**src/rtl/ifid_if.sv**
```systemverilog
// IF/ID boundary bundle: fetch-side request/return and stall/flush in, decode-side instruction out.
// The stage itself connects through the slave modport.
interface ifid_if #(
    parameter int AW = 32,
    parameter int DW = 32
);
    logic          if_ice;
    logic [AW-1:0] if_pc;
    logic [AW-1:0] if_pc_plus_4;
    logic [DW-1:0] inst_rdata;
    logic [3:0]    stall;
    logic          flush;
    logic [AW-1:0] id_pc;
    logic [AW-1:0] id_pc_plus_4;
    logic [DW-1:0] id_inst;
    logic          id_valid;
    logic          skid_full;
    logic          ovf_err;

    modport master (
        output if_ice, if_pc, if_pc_plus_4, inst_rdata, stall, flush,
        input  id_pc, id_pc_plus_4, id_inst, id_valid, skid_full, ovf_err
    );

    modport slave (
        input  if_ice, if_pc, if_pc_plus_4, inst_rdata, stall, flush,
        output id_pc, id_pc_plus_4, id_inst, id_valid, skid_full, ovf_err
    );
endinterface

```
**src/rtl/ifid_stage.sv**
```systemverilog
// IF/ID stage: pairs each synchronous-ROM return with the pc that fetched it and
// parks it in a one-entry skid buffer while decode is stalled.
module ifid_stage #(
    parameter int          AW       = 32,
    parameter int          DW       = 32,
    parameter logic [31:0] NOP_INST = 32'h00000000
) (
    input  logic clk,
    input  logic rst,
    ifid_if.slave bus
);
    logic          req_v;
    logic [AW-1:0] req_pc;
    logic [AW-1:0] req_pc4;

    logic          skid_v;
    logic [AW-1:0] skid_pc;
    logic [AW-1:0] skid_pc4;
    logic [DW-1:0] skid_inst;

    logic          id_valid_q;
    logic [AW-1:0] id_pc_q;
    logic [AW-1:0] id_pc4_q;
    logic [DW-1:0] id_inst_q;
    logic          ovf_q;

    logic          hold;
    logic          unused_stall;

    assign hold         = bus.stall[1];
    assign unused_stall = ^{bus.stall[3:2], bus.stall[0]};

    always_ff @(posedge clk) begin
        if (rst) begin
            req_v      <= 1'b0;
            req_pc     <= '0;
            req_pc4    <= '0;
            skid_v     <= 1'b0;
            skid_pc    <= '0;
            skid_pc4   <= '0;
            skid_inst  <= '0;
            id_valid_q <= 1'b0;
            id_pc_q    <= '0;
            id_pc4_q   <= '0;
            id_inst_q  <= DW'(NOP_INST);
            ovf_q      <= 1'b0;
        end else begin
            req_pc  <= bus.if_pc;
            req_pc4 <= bus.if_pc_plus_4;
            if (bus.flush) begin
                // Squash everything in flight, including the fetch issued this cycle.
                req_v      <= 1'b0;
                skid_v     <= 1'b0;
                id_valid_q <= 1'b0;
                id_inst_q  <= DW'(NOP_INST);
            end else begin
                req_v <= bus.if_ice;
                if (hold) begin
                    if (req_v) begin
                        if (!skid_v) begin
                            skid_v    <= 1'b1;
                            skid_pc   <= req_pc;
                            skid_pc4  <= req_pc4;
                            skid_inst <= bus.inst_rdata;
                        end else begin
                            ovf_q <= 1'b1;
                        end
                    end
                end else if (skid_v) begin
                    // Skid is always older than the returning word, so it leaves first.
                    id_valid_q <= 1'b1;
                    id_pc_q    <= skid_pc;
                    id_pc4_q   <= skid_pc4;
                    id_inst_q  <= skid_inst;
                    if (req_v) begin
                        skid_pc   <= req_pc;
                        skid_pc4  <= req_pc4;
                        skid_inst <= bus.inst_rdata;
                    end else begin
                        skid_v <= 1'b0;
                    end
                end else begin
                    id_valid_q <= req_v;
                    if (req_v) begin
                        id_pc_q   <= req_pc;
                        id_pc4_q  <= req_pc4;
                        id_inst_q <= bus.inst_rdata;
                    end else begin
                        id_inst_q <= DW'(NOP_INST);
                    end
                end
            end
        end
    end

    assign bus.id_valid     = id_valid_q;
    assign bus.id_pc        = id_pc_q;
    assign bus.id_pc_plus_4 = id_pc4_q;
    assign bus.id_inst      = id_inst_q;
    assign bus.skid_full    = skid_v;
    assign bus.ovf_err      = ovf_q;
endmodule

```
**src/flat_wrapper.sv**
```systemverilog
// flat-port wrapper written by rule: the top's interface ports become plain ports
module ifid_stage_flat 
#(
    parameter int          AW       = 32,
    parameter int          DW       = 32,
    parameter logic [31:0] NOP_INST = 32'h00000000
)
  (clk, rst, bus_if_ice, bus_if_pc, bus_if_pc_plus_4, bus_inst_rdata, bus_stall, bus_flush, bus_id_pc, bus_id_pc_plus_4, bus_id_inst, bus_id_valid, bus_skid_full, bus_ovf_err);
  ifid_if #(.AW(AW), .DW(DW)) bus_i ();
  input  logic clk;
  input  logic rst;
  input wire logic [$bits(bus_i.if_ice)-1:0] bus_if_ice;
  input wire logic [$bits(bus_i.if_pc)-1:0] bus_if_pc;
  input wire logic [$bits(bus_i.if_pc_plus_4)-1:0] bus_if_pc_plus_4;
  input wire logic [$bits(bus_i.inst_rdata)-1:0] bus_inst_rdata;
  input wire logic [$bits(bus_i.stall)-1:0] bus_stall;
  input wire logic [$bits(bus_i.flush)-1:0] bus_flush;
  output wire logic [$bits(bus_i.id_pc)-1:0] bus_id_pc;
  output wire logic [$bits(bus_i.id_pc_plus_4)-1:0] bus_id_pc_plus_4;
  output wire logic [$bits(bus_i.id_inst)-1:0] bus_id_inst;
  output wire logic [$bits(bus_i.id_valid)-1:0] bus_id_valid;
  output wire logic [$bits(bus_i.skid_full)-1:0] bus_skid_full;
  output wire logic [$bits(bus_i.ovf_err)-1:0] bus_ovf_err;
  assign bus_i.if_ice = bus_if_ice;
  assign bus_i.if_pc = bus_if_pc;
  assign bus_i.if_pc_plus_4 = bus_if_pc_plus_4;
  assign bus_i.inst_rdata = bus_inst_rdata;
  assign bus_i.stall = bus_stall;
  assign bus_i.flush = bus_flush;
  assign bus_id_pc = bus_i.id_pc;
  assign bus_id_pc_plus_4 = bus_i.id_pc_plus_4;
  assign bus_id_inst = bus_i.id_inst;
  assign bus_id_valid = bus_i.id_valid;
  assign bus_skid_full = bus_i.skid_full;
  assign bus_ovf_err = bus_i.ovf_err;
  ifid_stage #(.AW(AW), .DW(DW), .NOP_INST(NOP_INST)) u_core (.clk(clk), .rst(rst), .bus(bus_i));
endmodule
```
**config.mk**
```make
export PLATFORM = sky130hd
export DESIGN_NAME = ifid_stage_flat
export DESIGN_NICKNAME = d
export VERILOG_FILES = /design/src/rtl/ifid_if.sv /design/src/rtl/ifid_stage.sv /design/src/flat_wrapper.sv
export SDC_FILE = /design/constraint.sdc
export NUM_CORES = 1
export LEC_CHECK = 0
export BUFFER_PORTS_ARGS = -buffer_cell sky130_fd_sc_hd__buf_2
export CAP_MARGIN = 15
export CORE_MARGIN = 2
export CORE_UTILIZATION = 51
export DETAILED_ROUTE_END_ITERATION = 12
export GPL_TIMING_DRIVEN = 0
export PLACE_DENSITY = 0.75
export SETUP_SLACK_MARGIN = 0.5
export SLEW_MARGIN = 20
export SYNTH_ARGS = -nofsm -noshare
export SYNTH_HDL_FRONTEND = slang
export SYNTH_SLANG_ARGS = --single-unit
export TNS_END_PERCENT = 5
```
**constraint.sdc**
```tcl
create_clock -name clk -period 2.2 [get_ports clk]
set_input_delay 0.11 -clock clk [delete_from_list [all_inputs] [get_ports clk]]
set_output_delay 0.11 -clock clk [all_outputs]
set_load 0.005 [all_outputs]
```
# Word-level counts from Yosys, hierarchy flattened
# Cells that the tools add are included.
totals:
  regBits: 260
  output_inout_bits: 99
  elab_cells: 46
classes:
  n_eq_ne: 2
  mux: 24
  bitwise_logic: 2
  reduce_logical: 6
op_table:
  columns: ["operator", "count"]
  rows:
  - ["2-to-1 mux 32 bit", 19]
  - ["AND reduction 4 bit", 2]
  - ["2-to-1 mux 1 bit", 5]
  - ["nonzero test 2 bit", 2]
  - ["AND reduction 3 bit", 1]
  - ["!= test 2 x 1 -> 1 bit, second input constant", 1]
  - ["!= test 2 bit, second input constant", 1]
  - ["NOT 1 bit", 2]
  - ["OR reduction 2 bit", 1]

# Logic depth before layout (Yosys ltp)
depth:
  ltp_word: 3
  ltp_mapped: 7
  depth_no_buf: 3

# Worst setup path after synthesis
# OpenSTA, ideal clock, no wires.
synth_timing:
  path_kind: "reg-to-reg"
  start: "register u_core.skid_v (netlist: u_core.bus.skid_full)"
  end: "register u_core.skid_inst[0]"
  t_arrival_ns: 1.392
  t_required_ns: 2.128
  setup_slack_ns: 0.737
  stages_incl_launch_ff: 8
  n_path_buf: 4
  period_less_slack_ns: 1.463
  cell_sequence: "dfxtp_1 -> buf_2 -> xor2_1 -> and3_1 -> buf_4 -> buf_6 -> buf_6 -> mux2i_1"
synth_between:
  elab_chain_cells: 2
synth_lines:
  columns: ["element", "line", "source"]
  rows:
  - ["from (decl)", "ifid_stage.sv:16", "logic skid_v;"]
  - ["from (signal assigned)", "ifid_stage.sv:38", "skid_v <= 1'b0;"]
  - ["from (signal assigned)", "ifid_stage.sv:53", "skid_v <= 1'b0;"]
  - ["from (signal assigned)", "ifid_stage.sv:61", "skid_v <= 1'b1;"]
  - ["!= test 2 bit (no line) / nonzero test 2 bit (equally long branches)", null, null]
  - ["AND reduction 4 bit (no line) (*)", null, null]
  - ["to (signal assigned)", "ifid_stage.sv:64", "skid_inst <= bus.inst_rdata;"]
  - ["to (signal assigned)", "ifid_stage.sv:78", "skid_inst <= bus.inst_rdata;"]
  - ["to (decl)", "ifid_stage.sv:19", "logic [DW-1:0] skid_inst;"]
# Mark *: on every way between the ends. The rest lies on a longest branch, timed or not.
# A chain may end at the register's enable or synchronous reset.

# Worst setup path in the final report
layout_timing:
  start: "register u_core.req_v"
  end: "register u_core.id_pc_q[28] (netlist: u_core.bus.id_pc[28])"
layout_between:
  elab_chain_cells: 2
layout_lines:
  columns: ["element", "line", "source"]
  rows:
  - ["from (decl)", "ifid_stage.sv:12", "logic req_v;"]
  - ["from (signal assigned)", "ifid_stage.sv:57", "req_v <= bus.if_ice;"]
  - ["nonzero test 2 bit (no line)", null, null]
  - ["AND reduction 3 bit (no line)", null, null]
  - ["to (signal assigned)", "ifid_stage.sv:72", "id_pc_q <= skid_pc;"]
  - ["to (signal assigned)", "ifid_stage.sv:85", "id_pc_q <= req_pc;"]
  - ["to (decl)", "ifid_stage.sv:22", "logic [AW-1:0] id_pc_q;"]
# Every way passes these cells.

==> flow_metrics.tcl <==
set metrics [dict create \
    first_pass_iters 4 \
    insertedDiodeCount 0 \
    cts_made_buffers 27 \
    netlist_instances 1012 \
    post_drt_wl_per_cell_um 16.5 \
    worstPathArrival_ps 2100 \
    wl_um 26900 \
    netlist_area_mm2 0.0104 \
    fin_tns_setup_ps 0 \
    drtIter0Drc 277 \
    relSlewSlack_pct 54.0 \
    syn_nets 1116 \
    synth.distinct_cells 22 \
    final_cells 1630 \
    antenna_found_initial 0 \
    postLayoutCoreUtil_pct 68.3 \
    initial_utilization_pct 51.7 \
    vdd_drop_max_mv 0.678 \
    drive_above_1_share_pct 21.8 \
    grt_pass1_vias 8472 \
    leakage_nw 5.22 \
    power.density_mw_per_mm2 758 \
    die-area_mm2 0.0215 \
    drv_cap 0 \
    core_area_mm2 0.0201 \
    yosysWarnings 0 \
    yosysSeqAreaShare_pct 50.1 \
    critPathLaunchType "flop" \
    max_stage_delay_ps 340 \
    drc_errors 0 \
    cts_tree "yes" \
    hpwlAfterDp_um 17400 \
    postRouteAntennaNets 0 \
    pin_count 203 \
    critical_path.slowest_cell "dfxtp_1" \
    clk_path_buf_depth 3 \
    grt_max_degree 14 \
    yosys.area.top_type_share_pct 50.1 \
    rows 52 \
    synth-edff-count 0 \
    die_y_um 147 \
    insertion_delay_ps 530 \
    ys_ff_latch 260 \
    max_freq_ghz 0.598 \
    clk_pin_slew_ps 60 \
    vias 8420 \
    syn_area_per_cell_um2 10.3 \
    period_share_pct 76.0 \
    ys_dominant_reg_cell "dfxtp_1" \
    gp_congestion 0.780 \
    synth-async-reset-ratio_pct 0 \
    rsz0062_at_grt "yes" \
    dp_cells 1480 \
    max_slew.worst_pin.slew_ps 690 \
    crit_top_cell "clkbuf_4" \
    setup-violations-final 0 \
    reg2reg_slack_ps 530 \
    worstSetupEndpointType "flop" \
    grt.overflow.total 0 \
    path_class "reg -> reg" \
    netlist_top_cells_count "dfxtp_1 (260), nand2b_1 (192), mux2i_1 (161), nor2b_1 (97), a21oi_1 (65)" \
    slew_violations 0 \
    status "complete, no violations" \
    worstPathRequired_ps 2630 \
    hold_class "in -> reg" \
    vias_per_cell 5.17 \
    root_buffer "clkbuf_16" \
    yosys.cell_count.top_type "dfxtp_1" \
    area_growth_pct 32.1 \
    synthTopCellsByArea "dfxtp_1 (50%), mux2i_1 (16%), nand2b_1 (12%), nor2b_1 (5.8%), a211oi_1 (4.6%)" \
    crit_chain "or2_1 > clkbuf_2 > and2_1 > clkbuf_4 > clkbuf_4 > a211oi_1" \
    hold_violations 0 \
    finClkSkew_ps 16.5 \
    die_w_um 147 \
    cts.sinks 260 \
    port-buffer-count 198 \
    synth_top_cell_by_area "dfxtp_1" \
    final_nets 1443 \
    grt_use_total_pct 24.4 \
    grt_pass1_wl_um 43100 \
    cp_max_fo 10 \
    htreeDepth 1 \
    fin_crit_ps 1670 \
]
[critical path: cells and delay by family, from the launching register on]
kind | cells | cell delay [ps]
simple gates | 2 | 370
buf+inv | 3 | 610
compound gates | 1 | 260
flops | 1 | 340
[power breakdown]
group,switching (mW),internal [mW]
Combinational,0.422,0.458
Sequential,0.0721,4.84
Clock,1.84,2.77
[flip-flops by register name (all words and copies together) (netlist names)]
signal	count
u_core.bus.id_valid	1
u_core.skid_inst	32
u_core.req_v	1
u_core.skid_pc4	32
u_core.skid_pc	32
u_core.bus.id_pc_plus_4	32
u_core.req_pc	32
u_core.bus.id_inst	32
u_core.req_pc4	32
u_core.bus.ovf_err	1
u_core.bus.id_pc	32
u_core.bus.skid_full	1
[layout by cell type, fill, tap and decap left out, types with 2 or more instances in the layout]
cell type,synthesis,layout
dfxtp_1,260,260
buf_2,26,212
nand2b_1,192,192
mux2i_1,161,161
dlygate4sd3_1,0,98
nor2b_1,97,97
a21oi_1,65,65
a211oi_1,64,57
clkbuf_1,56,56
a221oi_1,32,32
nor3_1,32,32
clkbuf_16,0,27
clkbuf_4,0,10
buf_4,6,8
clkbuf_2,0,8
clkbuf_8,0,8
a211oi_2,0,7
buf_8,0,5
nor2_1,4,4
clkinvlp_4,0,3
inv_1,2,2
buf_6,5,2
nand2_1,2,2
clkinv_2,0,2
bufinv_16,0,2
[cell type report]
type,count,area [um2]
Inverter,2,7.51
Clock inverter,8,101
Tap cell,270,338
Clock buffer,42,812
Sequential cell,260,5200
Multi-Input combinational cell,655,4770
Timing Repair Buffer,298,1990
Buffer,95,515
Fill cell,1538,6370
[what timing repair did]
item                       4_1_cts  5_1_grt
setup endpoints to repair       66      103
gates resized for setup          5       34
hold endpoints to repair       130        0
hold buffers                    98        0
setup buffers                    0        2
[per-layer routing]
layer / track usage, % / vias to the layer above / share of wire [%]
li1: - / 4151 / -
met1: 31.9 / 4018 / 45
met2: 42.6 / 223 / 49
met3: 3.76 / 28 / 5.2
met4: 5.87 / 0 / 1.3
met5: 0 / - / 0
[cells by family after synthesis]
logic type,Yosys count,share of synthesized area (%)
xor+xnor,1,0.0843
flops,260,50.1
simple gates,331,19.4
compound gates,162,10.5
mux,161,15.5
buf+inv,97,4.39
[path summary, 6_finish.rpt]
check	from	endpoint	cells past startpoint
hold reg to reg	u_core.req_pc[23]$_SDFF_PP0_	u_core.skid_pc[23]$_SDFFE_PP0P_	2
setup reg to reg	u_core.req_v$_SDFF_PP0_	u_core.bus.id_pc[28]$_SDFFE_PP0P_	6
setup / recovery	u_core.req_v$_SDFF_PP0_	u_core.bus.id_pc[28]$_SDFFE_PP0P_	6
hold / removal	bus_stall[1]	u_core.bus.id_inst[13]$_SDFFE_PP0N_	4
[metrics by stage]
stage | cell area (um2) | hold WS, ps | setup slack (ps) | power (mW)
after floorplan | 10400 | 222 | 737 | 5.44
after global placement | 11700 | 317 | 263 | 5.73
after detailed placement | 11700 | 322 | 233 | 5.73
after CTS | 13600 | 240 | 477 | 10.5
after global routing | 13700 | 310 | 464 | 10.8
final | 13700 | 253 | 528 | 10.4
No activity file was read; power rests on OpenSTA's default activity.
